`src/rtl/cbfp_pkg.sv`:
```
// Shared CBFP definitions: widths, scale-factor types, reader states and the
// common shift/saturate helper used by both CBFP stages.
package cbfp_pkg;

    localparam int unsigned FACTOR_WIDTH = 5;
    localparam int unsigned NUM_LANES    = 16;
    localparam int unsigned BEATS        = 2;
    localparam int unsigned SF_COUNT     = NUM_LANES * BEATS;
    localparam int unsigned IN_WIDTH     = 16;
    localparam int unsigned OUT_WIDTH    = 13;
    localparam int unsigned BLK_WIDTH    = 16;

    // Sum of two factors needs one extra bit; a shift never exceeds IN_WIDTH-1.
    localparam int unsigned TOT_WIDTH    = FACTOR_WIDTH + 1;
    localparam int unsigned SHIFT_WIDTH  = $clog2(IN_WIDTH);
    localparam int unsigned BEAT_WIDTH   = (BEATS > 1) ? $clog2(BEATS) : 1;

    typedef logic [FACTOR_WIDTH-1:0]               sf_t;
    typedef sf_t [SF_COUNT-1:0]                    sf_vec_t;
    typedef sf_t [NUM_LANES-1:0]                   sf_lane_vec_t;
    typedef logic signed [IN_WIDTH-1:0]            in_sample_t;
    typedef logic signed [OUT_WIDTH-1:0]           out_sample_t;
    typedef logic [NUM_LANES-1:0][IN_WIDTH-1:0]    in_vec_t;
    typedef logic [NUM_LANES-1:0][OUT_WIDTH-1:0]   out_vec_t;

    typedef enum logic {
        EMPTY  = 1'b0,
        LOADED = 1'b1
    } rd_state_t;

    // Output range expressed at input width so the comparison stays signed.
    localparam in_sample_t OUT_MAX = in_sample_t'(IN_WIDTH'((2 ** (OUT_WIDTH - 1)) - 1));
    localparam in_sample_t OUT_MIN = ~OUT_MAX;

    // Arithmetic (floor) right shift followed by saturation to OUT_WIDTH.
    function automatic out_sample_t sat_shift(input in_sample_t x,
                                              input logic [SHIFT_WIDTH-1:0] s);
        in_sample_t y;
        y = x >>> s;
        if (y > OUT_MAX) begin
            sat_shift = OUT_MAX[OUT_WIDTH-1:0];
        end else if (y < OUT_MIN) begin
            sat_shift = OUT_MIN[OUT_WIDTH-1:0];
        end else begin
            sat_shift = y[OUT_WIDTH-1:0];
        end
    endfunction

endpackage

```
`src/rtl/cbfp_lane_scale.sv`:
```
// One lane component: add the two block factors, clamp the shift amount,
// then shift and saturate the sample. Purely combinational.
module cbfp_lane_scale
    import cbfp_pkg::*;
(
    input  sf_t         sf1,
    input  sf_t         sf2,
    input  in_sample_t  x,
    output out_sample_t y_c
);

    logic [TOT_WIDTH-1:0]   tot_c;
    logic [SHIFT_WIDTH-1:0] shift_c;

    // Shifts past IN_WIDTH-1 would only replicate the sign, so clamp there.
    always_comb begin
        tot_c = TOT_WIDTH'(sf1) + TOT_WIDTH'(sf2);
        if (tot_c > TOT_WIDTH'(IN_WIDTH - 1)) begin
            shift_c = SHIFT_WIDTH'(IN_WIDTH - 1);
        end else begin
            shift_c = tot_c[SHIFT_WIDTH-1:0];
        end
        y_c = sat_shift(x, shift_c);
    end

endmodule

```
`src/rtl/cbfp_sf_reader.sv`:
```
// Consumer side of the stage-1 scale-factor buffer: pops one factor vector per
// block, applies stage-1 + stage-2 factors to each beat, registers the result.
module cbfp_sf_reader
    import cbfp_pkg::*;
(
    input  logic                 clk,
    input  logic                 rstn,
    input  logic                 sf_avail,
    output logic                 pop,
    input  sf_vec_t              sc_fac_cbfp1,
    input  logic                 din_valid,
    output logic                 in_ready,
    input  in_vec_t              din_re,
    input  in_vec_t              din_im,
    input  sf_lane_vec_t         sf2,
    output logic                 dout_valid,
    output out_vec_t             dout_re,
    output out_vec_t             dout_im,
    output logic [BLK_WIDTH-1:0] blk_cnt,
    output logic                 underrun_err
);

    rd_state_t              state_q, state_d;
    logic [BEAT_WIDTH-1:0]  beat_q, beat_d;
    logic [BLK_WIDTH-1:0]   blk_q, blk_d;
    logic                   accept_c;
    sf_lane_vec_t           sf1_sel_c;
    out_vec_t               scaled_re_c;
    out_vec_t               scaled_im_c;

    // State, beat and block counters.
    always_ff @(posedge clk or negedge rstn) begin
        if (!rstn) begin
            state_q <= EMPTY;
            beat_q  <= '0;
            blk_q   <= '0;
        end else begin
            state_q <= state_d;
            beat_q  <= beat_d;
            blk_q   <= blk_d;
        end
    end

    // Next state, pop and ready. A refill pop coincides with the last-beat
    // accept so the next block starts with no bubble.
    always_comb begin
        state_d  = state_q;
        beat_d   = beat_q;
        blk_d    = blk_q;
        pop      = 1'b0;
        in_ready = 1'b0;
        accept_c = 1'b0;
        case (state_q)
            EMPTY: begin
                if (sf_avail) begin
                    pop     = 1'b1;
                    state_d = LOADED;
                end
            end
            LOADED: begin
                in_ready = 1'b1;
                accept_c = din_valid;
                if (accept_c) begin
                    if (beat_q == BEAT_WIDTH'(BEATS - 1)) begin
                        beat_d = '0;
                        blk_d  = blk_q + 1'b1;
                        if (sf_avail) begin
                            pop = 1'b1;
                        end else begin
                            state_d = EMPTY;
                        end
                    end else begin
                        beat_d = beat_q + 1'b1;
                    end
                end
            end
            default: begin
                state_d = EMPTY;
            end
        endcase
    end

    // Select this beat's slice of the stage-1 factor vector.
    always_comb begin
        sf1_sel_c = '0;
        for (int unsigned b = 0; b < BEATS; b++) begin
            if (beat_q == BEAT_WIDTH'(b)) begin
                for (int unsigned i = 0; i < NUM_LANES; i++) begin
                    sf1_sel_c[i] = sc_fac_cbfp1[b * NUM_LANES + i];
                end
            end
        end
    end

    for (genvar i = 0; i < NUM_LANES; i++) begin : g_lane
        cbfp_lane_scale u_re (
            .sf1 (sf1_sel_c[i]),
            .sf2 (sf2[i]),
            .x   (din_re[i]),
            .y_c (scaled_re_c[i])
        );
        cbfp_lane_scale u_im (
            .sf1 (sf1_sel_c[i]),
            .sf2 (sf2[i]),
            .x   (din_im[i]),
            .y_c (scaled_im_c[i])
        );
    end

    // Output register; data holds between accepted beats.
    always_ff @(posedge clk or negedge rstn) begin
        if (!rstn) begin
            dout_valid <= 1'b0;
            dout_re    <= '0;
            dout_im    <= '0;
        end else begin
            dout_valid <= accept_c;
            if (accept_c) begin
                dout_re <= scaled_re_c;
                dout_im <= scaled_im_c;
            end
        end
    end

    // Sticky flag for beats offered while no factor vector is held.
    always_ff @(posedge clk or negedge rstn) begin
        if (!rstn) begin
            underrun_err <= 1'b0;
        end else if (din_valid && !in_ready) begin
            underrun_err <= 1'b1;
        end
    end

    assign blk_cnt = blk_q;

endmodule

```
`config.mk`:
```
export PLATFORM = sky130hd
export DESIGN_NAME = cbfp_sf_reader
export DESIGN_NICKNAME = d
export VERILOG_FILES = /design/src/rtl/cbfp_pkg.sv /design/src/rtl/cbfp_lane_scale.sv /design/src/rtl/cbfp_sf_reader.sv
export SDC_FILE = /design/constraint.sdc
export NUM_CORES = 2
export LEC_CHECK = 0
export ABC_AREA = 1
export BUFFER_PORTS_ARGS = -buffer_cell sky130_fd_sc_hd__clkbuf_2
export CAP_MARGIN = 20
export CORE_AREA = 5 5 461 463
export CTS_CLUSTER_SIZE = 20
export DETAILED_ROUTE_END_ITERATION = 16
export DIE_AREA = 0 0 466 468
export PLACE_DENSITY = 0.58
export SYNTH_ARGS = -nofsm -noshare
export SYNTH_HDL_FRONTEND = slang
export SYNTH_HIERARCHICAL = 1
export SYNTH_SLANG_ARGS = --single-unit
```
`constraint.sdc`:
```
create_clock -name clk -period 3.3 [get_ports clk]
set_input_delay 0.33 -clock clk [delete_from_list [all_inputs] [get_ports clk]]
set_output_delay 0.33 -clock clk [all_outputs]
set_load 0.05 [all_outputs]
```
==> impl_metrics.toml <==
[grt]
grt_pass1_vias = 66820
grtUsageTotal_pct = 22.9
grt_max_degree = 161
grt_overflow = 0
grt_pass1_wl_um = 392000
antenna_found_initial = 116

[route]
drcViolationCount = 0
drtPass1Iterations = 9
via_per_inst = 4.78
drtIter0Drc = 5279
vias = 72174
wl_per_cell_um = 17.6
wl_um = 266000
ant_nets = 0

[synthesis]
synth-xor-area-share_pct = 0.820
synth_cell_types = 37
yosysWarnings = 6
synth_top_family_by_area = "simple AND/OR/NAND/NOR gates"
yosys.area_share.simple_pct = 57.4
synth-seq-area-share_pct = 19.3
synthMuxAreaShare_pct = 0
synth-seq-cells = 436
postSynthCellCount = 10078
synth_compound_area_share_pct = 5.75
synth-adder-area-share_pct = 4.69
syn_area_um2 = 56600
avgSynthCellArea_um2 = 5.62
syn_nets = 11027

[clock_tree]
htree_levels = 2
cts-buffers-inserted = 61
clkSinkCount = 436
cts_tree = "built"
clk_latency_ns = 0.73
clock_path_buffers = 3
cts_root_buf = "clkbuf_16"
clk_pin_slew_ns = 0.07

[finish]
final_common_cell = "nand2_1"
syn_to_final_growth_pct = 43.1
final_cell_mix = "4770 x nand2_1, 1462 x nand3_1, 1190 x clkbuf_2"
fin_nets = 13150
fin_util_pct = 38.9
stdcell_area_um2 = 81100
nFillCells = 22777
drive_gt1_share_pct = 31.3

[critical_path]
criticalPathCategory = "reg -> reg"
required_ns = 3.88
cp-end-kind = "flip-flop"
arrival_ns = 4.22
worstPathMaxFanout = 8
cp-start-kind = "flip-flop"

[outcome]
violations = "negative setup slack"
status = "finished, violations left"

[sta]
fin_crit_ns = 3.64
hold_viol = 0
drv_slew = 0
finalSetupTns_ns = -47.04
slew_headroom_pct = 29.7
skew_ns = 0.0469
fmax_mhz = 275
rsz0062_at_grt = "yes"
holdWs_ns = 0.154
fin_ws_ns = -0.336
worst_pin_slew_ns = 1.05
period_share_pct = 110
setup_viol = 360

[placed_design]
portBuffers = 1191
place_area_um2 = 73100
gp_congestion = 0.981
hpwl_um = 215000

[pwr]
vdd.ir_drop.worst_v = 0.000629
leakagePower_nw = 46.1
powerDensity_nw_per_um2 = 974

[floorplanning]
die_area_um2 = 218000
ios = 1192
core.rowCount = 168
initial_core_util_pct = 27.2
dieHeight_um = 468
design.core.area_um2 = 208000
fp.dieW_um = 466

[flow_run]
drv_cap = 0

[worst_hold_path]
min_path_type = "in -> reg"
cell families (layout without fill, tap and decap cells):
group / Yosys count / in the layout
AOI/OAI and AO/OA: 526 / 526
xor gates and xnor gates: 53 / 53
other: 0 / 53
buffers and inverters: 1543 / 3706
DFF: 436 / 436
adders and majority gates: 193 / 193
and+or+nand+nor: 7327 / 7334
per-stage QoR:
stage | instances | worst slack [ns] | power [mW]
after detailed placement | 14756 | -0.444 | 66.7
after CTS | 14972 | -0.301 | 76.3
final | 15106 | -0.336 | 79.0
after global placement | 14756 | -0.427 | 66.7
after floorplan | 10078 | 0.0689 | 47.2
after global routing | 15080 | -0.507 | 85.5
worst max-delay path: stages, from the launching register on:
cell     delay (ns)
dfrtp_4        0.54
inv_12         0.10
buf_12         0.11
buf_16         0.16
buf_12         0.15
nand2_4        0.05
nand2_4        0.08
ha_4           0.14
inv_4          0.04
fa_2           0.37
inv_2          0.08
nand2_2        0.06
nand2_2        0.06
nand3_2        0.08
nand2_4        0.13
buf_6          0.12
nand4_1        0.16
nand3_4        0.17
nand3_4        0.09
nand3_4        0.09
nand3_2        0.09
o21ai_4        0.23
buf_6          0.18
nand2_2        0.06
nand2_2        0.06
nand2_1        0.06
where the power goes:
group / switching [mW] / internal (mW)
Combinational: 39.9 / 22.5
Sequential: 1.98 / 7.68
Clock: 2.98 / 3.91
layer usage:
metal	vias up	GRT usage, %	routed length (um)
li1	36397	-	-
met1	32897	27.2	106000
met2	2280	39.8	128000
met3	514	5.13	20300
met4	86	9.22	12100
met5	-	0	551
state kept, by name, summed over array words and instances, names as in the netlist:
| signal | cells |
|---|---|
| beat_q | 1 |
| blk_cnt | 16 |
| dout_im | 208 |
| dout_re | 208 |
| dout_valid | 1 |
| state_q | 1 |
| underrun_err | 1 |
layout make-up:
class                   count  area (um2)  area share [%]
multi-input cells        8106       42300            52.2
clock buffers              78        1680            2.07
clock inverters            32         339           0.418
diodes                     53         133           0.164
flip-flops and latches    436       10900            13.5
well taps                2805        3510            4.33
inverters                1082        4180            5.15
repair buffers           2514       18000            22.2
cells in the mapped netlist:
library cell  number  share of area [%]
inv_1            855                5.7
nor2_2             1              0.011
nand3_2           96                1.7
buf_6             58                1.2
nor2_1            96               0.64
inv_2            214                1.4
nor3_2            32               0.57
nor2_4            32               0.64
o21ai_0          154                1.4
buf_1              6              0.040
nor3_1             1             0.0088
buf_2            235                2.1
fa_1              32                1.1
a21oi_1          104               0.92
nor2_8            19               0.67
a21boi_0          19               0.25
or2_2             19               0.21
dfrtp_1          436                 19
ha_1             161                3.6
nand2_4           38               0.76
buf_4             84                1.1
a21boi_1          13               0.17
o211ai_1         114                1.5
o21ai_1           70               0.62
nand4_2           39               0.86
clkinv_1          13              0.086
a31oi_1           32               0.35
nand2_1         4992                 33
nand3_4           13               0.40
xnor2_1            6              0.093
clkbuf_1          78               0.52
xor2_1            47               0.73
nand4_1          154                1.7
a21oi_4           19               0.55
nand3_1         1661                 15
nand2_2          134                1.5
o21bai_1           1              0.013
path summary, 6_finish.rpt:
| path | from | end | slack, ns | cells past startpoint |
|---|---|---|---|---|
| max in group asynchronous | rstn | dout_re[75] | 2.09 | 3 |
| min in group asynchronous | rstn | dout_im[50] | 0.22 | 2 |
| worst min-delay path | din_re[111] | dout_re[90] | 0.15 | 3 |
| worst max register to register | beat_q | dout_im[20] | -0.34 | 25 |
| worst min register to register | dout_re[132] | dout_re[132] | 0.47 | 2 |
| worst max-delay path | beat_q | dout_im[20] | -0.34 | 25 |
timing repair:
action	4_1_cts	5_1_grt
resized for setup	391	607
hold endpoints to repair	91	0
buffers inserted	57	65
pin swaps	84	176
gates cloned	15	20
hold buffers	34	0
setup endpoints to repair	384	384
Power figures use the tool's default switching activity.
